**src/rtl/fetch_stage.sv**
```systemverilog
// Fetch stage: PC register, ROM address generation and IF/ID pipeline register.
// Handles stall, flush and branch redirect, and halts with a sticky fault on a bad fetch.
module fetch_stage #(
    parameter int unsigned      WIDTH      = 32,
    parameter logic [WIDTH-1:0] RESET_PC   = '0,
    parameter int unsigned      IMEM_BYTES = 32,
    parameter logic [WIDTH-1:0] NOP_INSTR  = WIDTH'(32'h0000_0013)
) (
    input  logic             clk,
    input  logic             rst,
    input  logic             stall_i,
    input  logic             flush_i,
    input  logic             branch_taken_i,
    input  logic [WIDTH-1:0] branch_target_i,
    output logic [WIDTH-1:0] imem_addr_o,
    input  logic [WIDTH-1:0] imem_rdata_i,
    output logic [WIDTH-1:0] if_id_instr_o,
    output logic [WIDTH-1:0] if_id_pc_o,
    output logic [WIDTH-1:0] if_id_pc_plus4_o,
    output logic             if_id_valid_o,
    output logic             fault_o,
    output logic [1:0]       fault_cause_o
);

    typedef enum logic [1:0] {BOOT, RUN, HALT} state_e;
    typedef enum logic [1:0] {
        CAUSE_NONE     = 2'b00,
        CAUSE_MISALIGN = 2'b01,
        CAUSE_RANGE    = 2'b10
    } cause_e;

    localparam int unsigned   XW         = WIDTH + 1;
    localparam logic [XW-1:0] IMEM_LIMIT = XW'(IMEM_BYTES);

    // One extra bit so an address that wraps past 2^WIDTH reads as out of range.
    function automatic logic fetch_ok(input logic [WIDTH-1:0] addr, input logic [XW-1:0] span);
        return ({1'b0, addr} + span) < IMEM_LIMIT;
    endfunction

    state_e           state_q, state_d;
    logic [WIDTH-1:0] pc_q, pc_d;
    logic [WIDTH-1:0] instr_q, instr_d;
    logic [WIDTH-1:0] id_pc_q, id_pc_d;
    logic [WIDTH-1:0] id_pc4_q, id_pc4_d;
    logic             valid_q, valid_d;
    logic             fault_q, fault_d;
    cause_e           cause_q, cause_d;

    logic [WIDTH-1:0] pc_plus4;
    logic             seq_ok;

    assign pc_plus4 = pc_q + WIDTH'(4);
    assign seq_ok   = fetch_ok(pc_q, XW'(7));

    always_comb begin
        state_d  = state_q;
        pc_d     = pc_q;
        instr_d  = instr_q;
        id_pc_d  = id_pc_q;
        id_pc4_d = id_pc4_q;
        valid_d  = valid_q;
        fault_d  = fault_q;
        cause_d  = cause_q;

        unique case (state_q)
            BOOT: begin
                if (fetch_ok(pc_q, XW'(3))) begin
                    state_d = RUN;
                end else begin
                    state_d = HALT;
                    fault_d = 1'b1;
                    cause_d = CAUSE_RANGE;
                end
            end

            RUN: begin
                if (branch_taken_i) begin
                    instr_d = NOP_INSTR;
                    valid_d = 1'b0;
                    if (branch_target_i[1:0] != 2'b00) begin
                        state_d = HALT;
                        fault_d = 1'b1;
                        cause_d = CAUSE_MISALIGN;
                    end else if (!fetch_ok(branch_target_i, XW'(3))) begin
                        state_d = HALT;
                        fault_d = 1'b1;
                        cause_d = CAUSE_RANGE;
                    end else begin
                        pc_d = branch_target_i;
                    end
                end else if (flush_i) begin
                    instr_d = NOP_INSTR;
                    valid_d = 1'b0;
                    if (!stall_i) begin
                        if (seq_ok) begin
                            pc_d = pc_plus4;
                        end else begin
                            state_d = HALT;
                            fault_d = 1'b1;
                            cause_d = CAUSE_RANGE;
                        end
                    end
                end else if (!stall_i) begin
                    // The current word is still captured even when the next PC would fault.
                    instr_d  = imem_rdata_i;
                    id_pc_d  = pc_q;
                    id_pc4_d = pc_plus4;
                    valid_d  = 1'b1;
                    if (seq_ok) begin
                        pc_d = pc_plus4;
                    end else begin
                        state_d = HALT;
                        fault_d = 1'b1;
                        cause_d = CAUSE_RANGE;
                    end
                end
            end

            HALT: begin
                instr_d = NOP_INSTR;
                valid_d = 1'b0;
            end

            default: begin
                state_d = HALT;
            end
        endcase
    end

    always_ff @(posedge clk or posedge rst) begin
        if (rst) begin
            state_q  <= BOOT;
            pc_q     <= RESET_PC;
            instr_q  <= NOP_INSTR;
            id_pc_q  <= '0;
            id_pc4_q <= '0;
            valid_q  <= 1'b0;
            fault_q  <= 1'b0;
            cause_q  <= CAUSE_NONE;
        end else begin
            state_q  <= state_d;
            pc_q     <= pc_d;
            instr_q  <= instr_d;
            id_pc_q  <= id_pc_d;
            id_pc4_q <= id_pc4_d;
            valid_q  <= valid_d;
            fault_q  <= fault_d;
            cause_q  <= cause_d;
        end
    end

    assign imem_addr_o      = pc_q;
    assign if_id_instr_o    = instr_q;
    assign if_id_pc_o       = id_pc_q;
    assign if_id_pc_plus4_o = id_pc4_q;
    assign if_id_valid_o    = valid_q;
    assign fault_o          = fault_q;
    assign fault_cause_o    = cause_q;

endmodule

```
**config.mk**
```make
export PLATFORM = sky130hd
export DESIGN_NAME = fetch_stage
export DESIGN_NICKNAME = d
export VERILOG_FILES = /design/src/rtl/fetch_stage.sv
export SDC_FILE = /design/constraint.sdc
export NUM_CORES = 1
export LEC_CHECK = 0
export BUFFER_PORTS_ARGS = -buffer_cell sky130_fd_sc_hd__buf_2
export CELL_PAD_IN_SITES_DETAIL_PLACEMENT = 1
export CELL_PAD_IN_SITES_GLOBAL_PLACEMENT = 1
export CORE_AREA = 5 5 135 150
export CTS_CLUSTER_DIAMETER = 40
export DETAILED_ROUTE_END_ITERATION = 7
export DIE_AREA = 0 0 140 155
export PLACE_DENSITY_LB_ADDON = 0.12
export SLEW_MARGIN = 10
export SYNTH_ARGS = -nofsm -noshare
export SYNTH_HDL_FRONTEND = slang
export SYNTH_SLANG_ARGS = --single-unit
```
**constraint.sdc**
```tcl
create_clock -name clk -period 4.2 [get_ports clk]
set_clock_uncertainty 0.05 [all_clocks]
set_input_delay 0.21 -clock clk [delete_from_list [all_inputs] [get_ports clk]]
set_output_delay 0.21 -clock clk [all_outputs]
set_load 0.01 [all_outputs]
```
---- Yosys cells after proc, flatten, opt, wreduce, memory -nomap -nowiden ----
Index checks and enable logic that the tools add are counted.
word-level totals
  bits in registers ....................... 134
  word-level logic and storage cells ...... 70
operators by class
  $add $sub $neg .......................... 4
  $lt $le $gt $ge ......................... 3
  equal/unequal tests ..................... 10
  multiplexer cells ....................... 31
  bitwise logic cells ..................... 4
  reduce and logical (&&, ||, !) cells .... 10
operator list
  cell                                                         count
  2-to-1 mux 32 bit                                            8
  less-than comparator 33 x 6 -> 1 bit, second input constant  3
  adder 32 x 2 -> 33 bit, second input constant                2
  case mux 32 bit (2 select lines)                             1
  adder 32 x 3 -> 33 bit, second input constant                1
  adder 32 x 3 -> 32 bit, second input constant                1
  2-to-1 mux 2 bit                                             9
  AND reduction 5 bit                                          2
  2-to-1 mux 1 bit                                             9
  inequality test 4 bit, second input constant                 2
  AND reduction 4 bit                                          2
  nonzero test 2 bit                                           4
  inequality test 3 bit, second input constant                 2
  case mux 2 bit (3 select lines)                              1
  inequality test 2 x 1 -> 1 bit, second input constant        2
  inequality test 2 bit, second input constant                 2
  NOT 1 bit                                                    4
  case mux 1 bit (2 select lines)                              2
  case mux 2 bit (2 select lines)                              1
  == test 2 x 1 -> 1 bit, second input constant                1
  == test 2 bit, second input constant                         1
  zero test 2 bit                                              1
  AND reduction 2 bit                                          1

---- Longest topological paths before layout ----
  word-level depth ........................ 6
  depth in mapped cells ................... 12
  gate-level depth less buffers ........... 11

---- Least setup slack after synthesis ----
No wires, ideal clock.
  path type ............................... reg2reg
  from .................................... register pc_q[8] (netlist: imem_addr_o[8])
  to ...................................... register cause_q[0] (netlist: fault_cause_o[0])
  setup time .............................. 0.125 ns
  arrival ................................. 2.925 ns
  required time ........................... 4.025 ns
  path slack .............................. 1.100 ns
  cell stages (with the launch flop) ...... 11
  buffers on the path ..................... 2
  cells stage by stage .................... dfrtp_1 -> buf_4 -> nand4_2 -> or4_1 -> buf_2 -> o41a_1 -> a2111oi_2 -> o311ai_1 -> nand4b_1 -> or4b_4 -> mux2_4
on the way
  cells in the longest elaborated chain, start to end .. 4
  elaborated cells on any way between the ends .. 7
ends and longest elaborated chain
  element                                                                   RTL line  RTL
  start, declared                                                           41        logic [WIDTH-1:0] pc_q, pc_d;
  start signal, assigned                                                    142       pc_q <= pc_d;
  adder 32 x 3 -> 33 bit or adder 32 x 2 -> 33 bit (tied branches)          37        return ({1'b0, addr} + span) < IMEM_LIMIT;
  less-than comparator 33 x 6 -> 1 bit                                      37
  inequality test 3 bit (no line) or inequality test 2 bit (tied branches)  -
  AND reduction 5 bit (no line) (*)                                         -
  end signal, assigned                                                      148       cause_q <= cause_d;
  end, declared                                                             47        cause_e cause_q, cause_d;
Every way passes the cells marked *; elsewhere a longest branch is shown, timed or not.
A chain may end at the register's enable or synchronous reset.

---- Worst setup path after layout ----
  from .................................... register pc_q[9] (netlist: imem_addr_o[9])
  to ...................................... register pc_q[16] (netlist: imem_addr_o[16])
on the way
  cells in the longest elaborated chain, start to end .. 4
  elaborated cells on any way between the ends .. 8
ends and longest elaborated chain
  element                                                                    RTL line
  adder 32 x 3 -> 33 bit or adder 32 x 3 -> 32 bit (tied branches)           37, 52
  less-than comparator 33 x 6 -> 1 bit or 2-to-1 mux 32 bit (tied branches)  37, 95, 109
  nonzero test 2 bit (no line) or 2-to-1 mux 32 bit (tied branches)          -
  AND reduction 5 bit (no line) or 2-to-1 mux 32 bit (tied branches)         -
Several ways; a longest one is shown, not always the timed one. The select of a mux whose other input is x is not followed.

==> results_dict.tcl <==
set metrics [dict create \
    path_clk_slew_ns 0.06 \
    dr_wl_met2_mm 12.37 \
    synth-seq-cells 132 \
    maxCapViolations 0 \
    die_w_um 140 \
    grt_max_degree 52 \
    ys_seq_area_frac 0.4637 \
    vdd_drop_max_mv 0.2751 \
    critPathKind "reg -> reg" \
    post_cts_resized 0 \
    numCtsBuffers 17 \
    drc 0 \
    rsz0062_at_grt "no" \
    async_flop_share 1.000 \
    die_h_um 155 \
    fin_cells 1275 \
    overflow 0 \
    syn-num-nets 868 \
    fin_crit_sh 0.8887 \
    post_cts_buffers 0 \
    htree_num_levels 4 \
    hpwl_mm 18.15 \
    required_ns 4.46 \
    diodes 0 \
    root_buffer "clkbuf_16" \
    syn_inst 794 \
    routed.top_layer "met4" \
    power.leakage_uw 0.004592 \
    antenna_found_initial 0 \
    finalHoldViolCount 0 \
    arrival_ns 4.00 \
    die-area_mm2 0.02170 \
    netlist.area_leader.share 0.4526 \
    fillers 2234 \
    nNetsFinal 1090 \
    io_buffer_count 200 \
    max_freq_mhz 267.9 \
    rows 53 \
    syn2layout_area_growth_pct 30.79 \
    fin_crit_ns 3.733 \
    synth_edf_count 0 \
    drive_above_1_share 0.2831 \
    synth_area_leader_cell "dfrtp_1" \
    post_drt_wl_per_cell_um 19.98 \
    start_kind "register" \
    maxSlewViolCount 0 \
    drt.antenna.violating_nets 0 \
    power_density_mw_per_mm2 359.0 \
    vias_per_cell 5.438 \
    cts_max_path_buffers 2 \
    gp_congestion 0.9426 \
    clk_latency_ns 0.43 \
    start_util 0.3814 \
    synth_cell_types 67 \
    wl_met3_mm 1.453 \
    crit_path_max_fanout 17 \
    worst_slew_pin_slew_ns 1.096 \
    status "finished, final reports clean" \
    dr.pass1.iters 4 \
    synth.avg_cell_area_um2 8.982 \
    min_path_type "in -> reg" \
    routed_wl_mm 25.47 \
    clock_sinks 132 \
    core_area_mm2 0.01870 \
    grt_util_all_layers 0.2346 \
    setup_viol 0 \
    tns_ns 0 \
    cts_tree "built" \
    mappedNetlistArea_mm2 0.007132 \
    yosys_warnings 0 \
    worstSetupEndpointType "register" \
    maxSlewHeadroom 0.2678 \
    io_pins 201 \
    grt_pass1_vias 7234 \
    synthFlopType "dfrtp_1" \
    vias 6933 \
    yosys-top-cells-area "dfrtp_1 45%, nand2_1 8.8%, a22o_1 3.6%" \
    grt_first_pass_wirelength_mm 40.61 \
    met1_length_mm 11.28 \
    dpl.cell_count 1210 \
    drt-initial-drc-count 354 \
]
[cell usage after synthesis, types with 4 or more instances]
master,n
a211o_1,4
a211oi_1,7
a21oi_1,15
a22o_1,29
a31oi_1,9
and2_1,31
buf_1,6
buf_2,9
buf_4,7
clkbuf_1,36
dfrtp_1,129
ha_1,5
inv_1,13
mux2i_1,7
nand2_1,168
nand3_1,25
nand4_1,26
nor2_1,42
nor3_1,18
nor4_1,19
o21ai_0,46
o22a_1,5
o31a_1,4
or2_2,8
or3_1,8
xnor2_1,23
xor2_1,19
[path summary, 6_finish.rpt]
path / from / end / slack, ns / cells past startpoint
max in group asynchronous: rst / if_id_pc_o[0] / 2.82 / 4
hold reg to reg: if_id_pc_o[18] / if_id_pc_o[18] / 0.42 / 2
hold / removal: branch_target_i[5] / imem_addr_o[5] / 0.13 / 3
min in group asynchronous: rst / if_id_instr_o[20] / 0.28 / 3
setup / recovery: imem_addr_o[9] / imem_addr_o[16] / 0.47 / 9
setup reg to reg: imem_addr_o[9] / imem_addr_o[16] / 0.47 / 9
[power breakdown]
| group | leakage (uW) | internal, uW | switching [uW] |
|---|---|---|---|
| clock network | 0.000287 | 849 | 628 |
| registers | 0.00181 | 1350 | 69.7 |
| logic | 0.00250 | 182 | 272 |
| total | 0.00459 | 2380 | 970 |
[per-stage QoR]
step / util / area (um^2) / hold WS [ns] / setup slack (ns) / power [uW]
3_3_place_gp: 0.4498 / 8412 / 0.1800 / 0.6494 / 1862
5_1_grt: 0.4988 / 9328 / 0.1600 / 0.3201 / 3495
2_1_floorplan: - / 7132 / 0.2877 / 0.4189 / 1652
4_1_cts: 0.4988 / 9328 / 0.1112 / 0.5137 / 3381
6_report: 0.4988 / 9328 / 0.1330 / 0.4674 / 3349
3_5_place_dp: 0.4498 / 8412 / 0.1770 / 0.5423 / 1865
[kinds of logic after synthesis]
family          count (synthesis)  synth area share
mux                            11           0.01667
fa+ha+maj                       5          0.008772
flops                         132            0.4637
compound gates                158            0.1577
simple gates                  375            0.2589
xor+xnor                       42           0.05158
buf+inv                        71           0.04263
[cells in the final DEF (no fill, tap or decap), types with 5 or more instances in the layout]
cell	count
nor4_1	18
or3_1	8
a211oi_1	7
a21oi_1	14
a22o_1	29
nand2_1	168
or2_2	8
dfrtp_1	129
clkbuf_16	17
buf_4	27
a31oi_1	9
nand4_1	26
ha_1	5
nand3_1	25
nor2_1	41
xnor2_1	23
nor3_1	18
xor2_1	19
o22a_1	5
buf_2	200
inv_1	12
o21ai_0	46
dlygate4sd3_1	34
inv_6	8
mux2i_1	7
and2_1	31
[per-layer routing]
layer	vias to the layer above	global-route usage
met4	0	0.05999
met5	-	0
met1	3407	0.3055
li1	3268	-
met3	31	0.05656
met2	227	0.3949
[critical path: stages, from the launching register on]
cell       delay (ns)
dfrtp_1          0.61
nand4_2          0.28
or4_1            0.74
o31a_1           0.34
a211oi_1         0.23
o2111ai_1        0.15
nor4_1           0.43
a21oi_2          0.34
buf_4            0.28
and2_1           0.17
[registers in the layout, indices dropped and copies added, names as in the netlist]
name / count
fault_cause_o: 2
fault_o: 1
if_id_instr_o: 32
if_id_pc_o: 32
if_id_pc_plus4_o: 30
if_id_valid_o: 1
imem_addr_o: 32
state_q: 2
[area by class of cell]
class | instances | area [um^2] | area share
Clock buffer | 18 | 439.2 | 0.04708
Clock inverter | 13 | 136.4 | 0.01462
Inverter | 13 | 53.80 | 0.005768
Multi-Input combinational cell | 591 | 3538 | 0.3793
Sequential cell | 132 | 3307 | 0.3545
Tap cell | 247 | 309.0 | 0.03313
Timing Repair Buffer | 261 | 1544 | 0.1655
[repair_timing]
action | 4_1_cts | 5_1_grt
setup endpoints to repair | 0 | 0
hold buffers | 34 | 0
hold endpoints to repair | 67 | 0
Power figures use the tool's default switching activity.
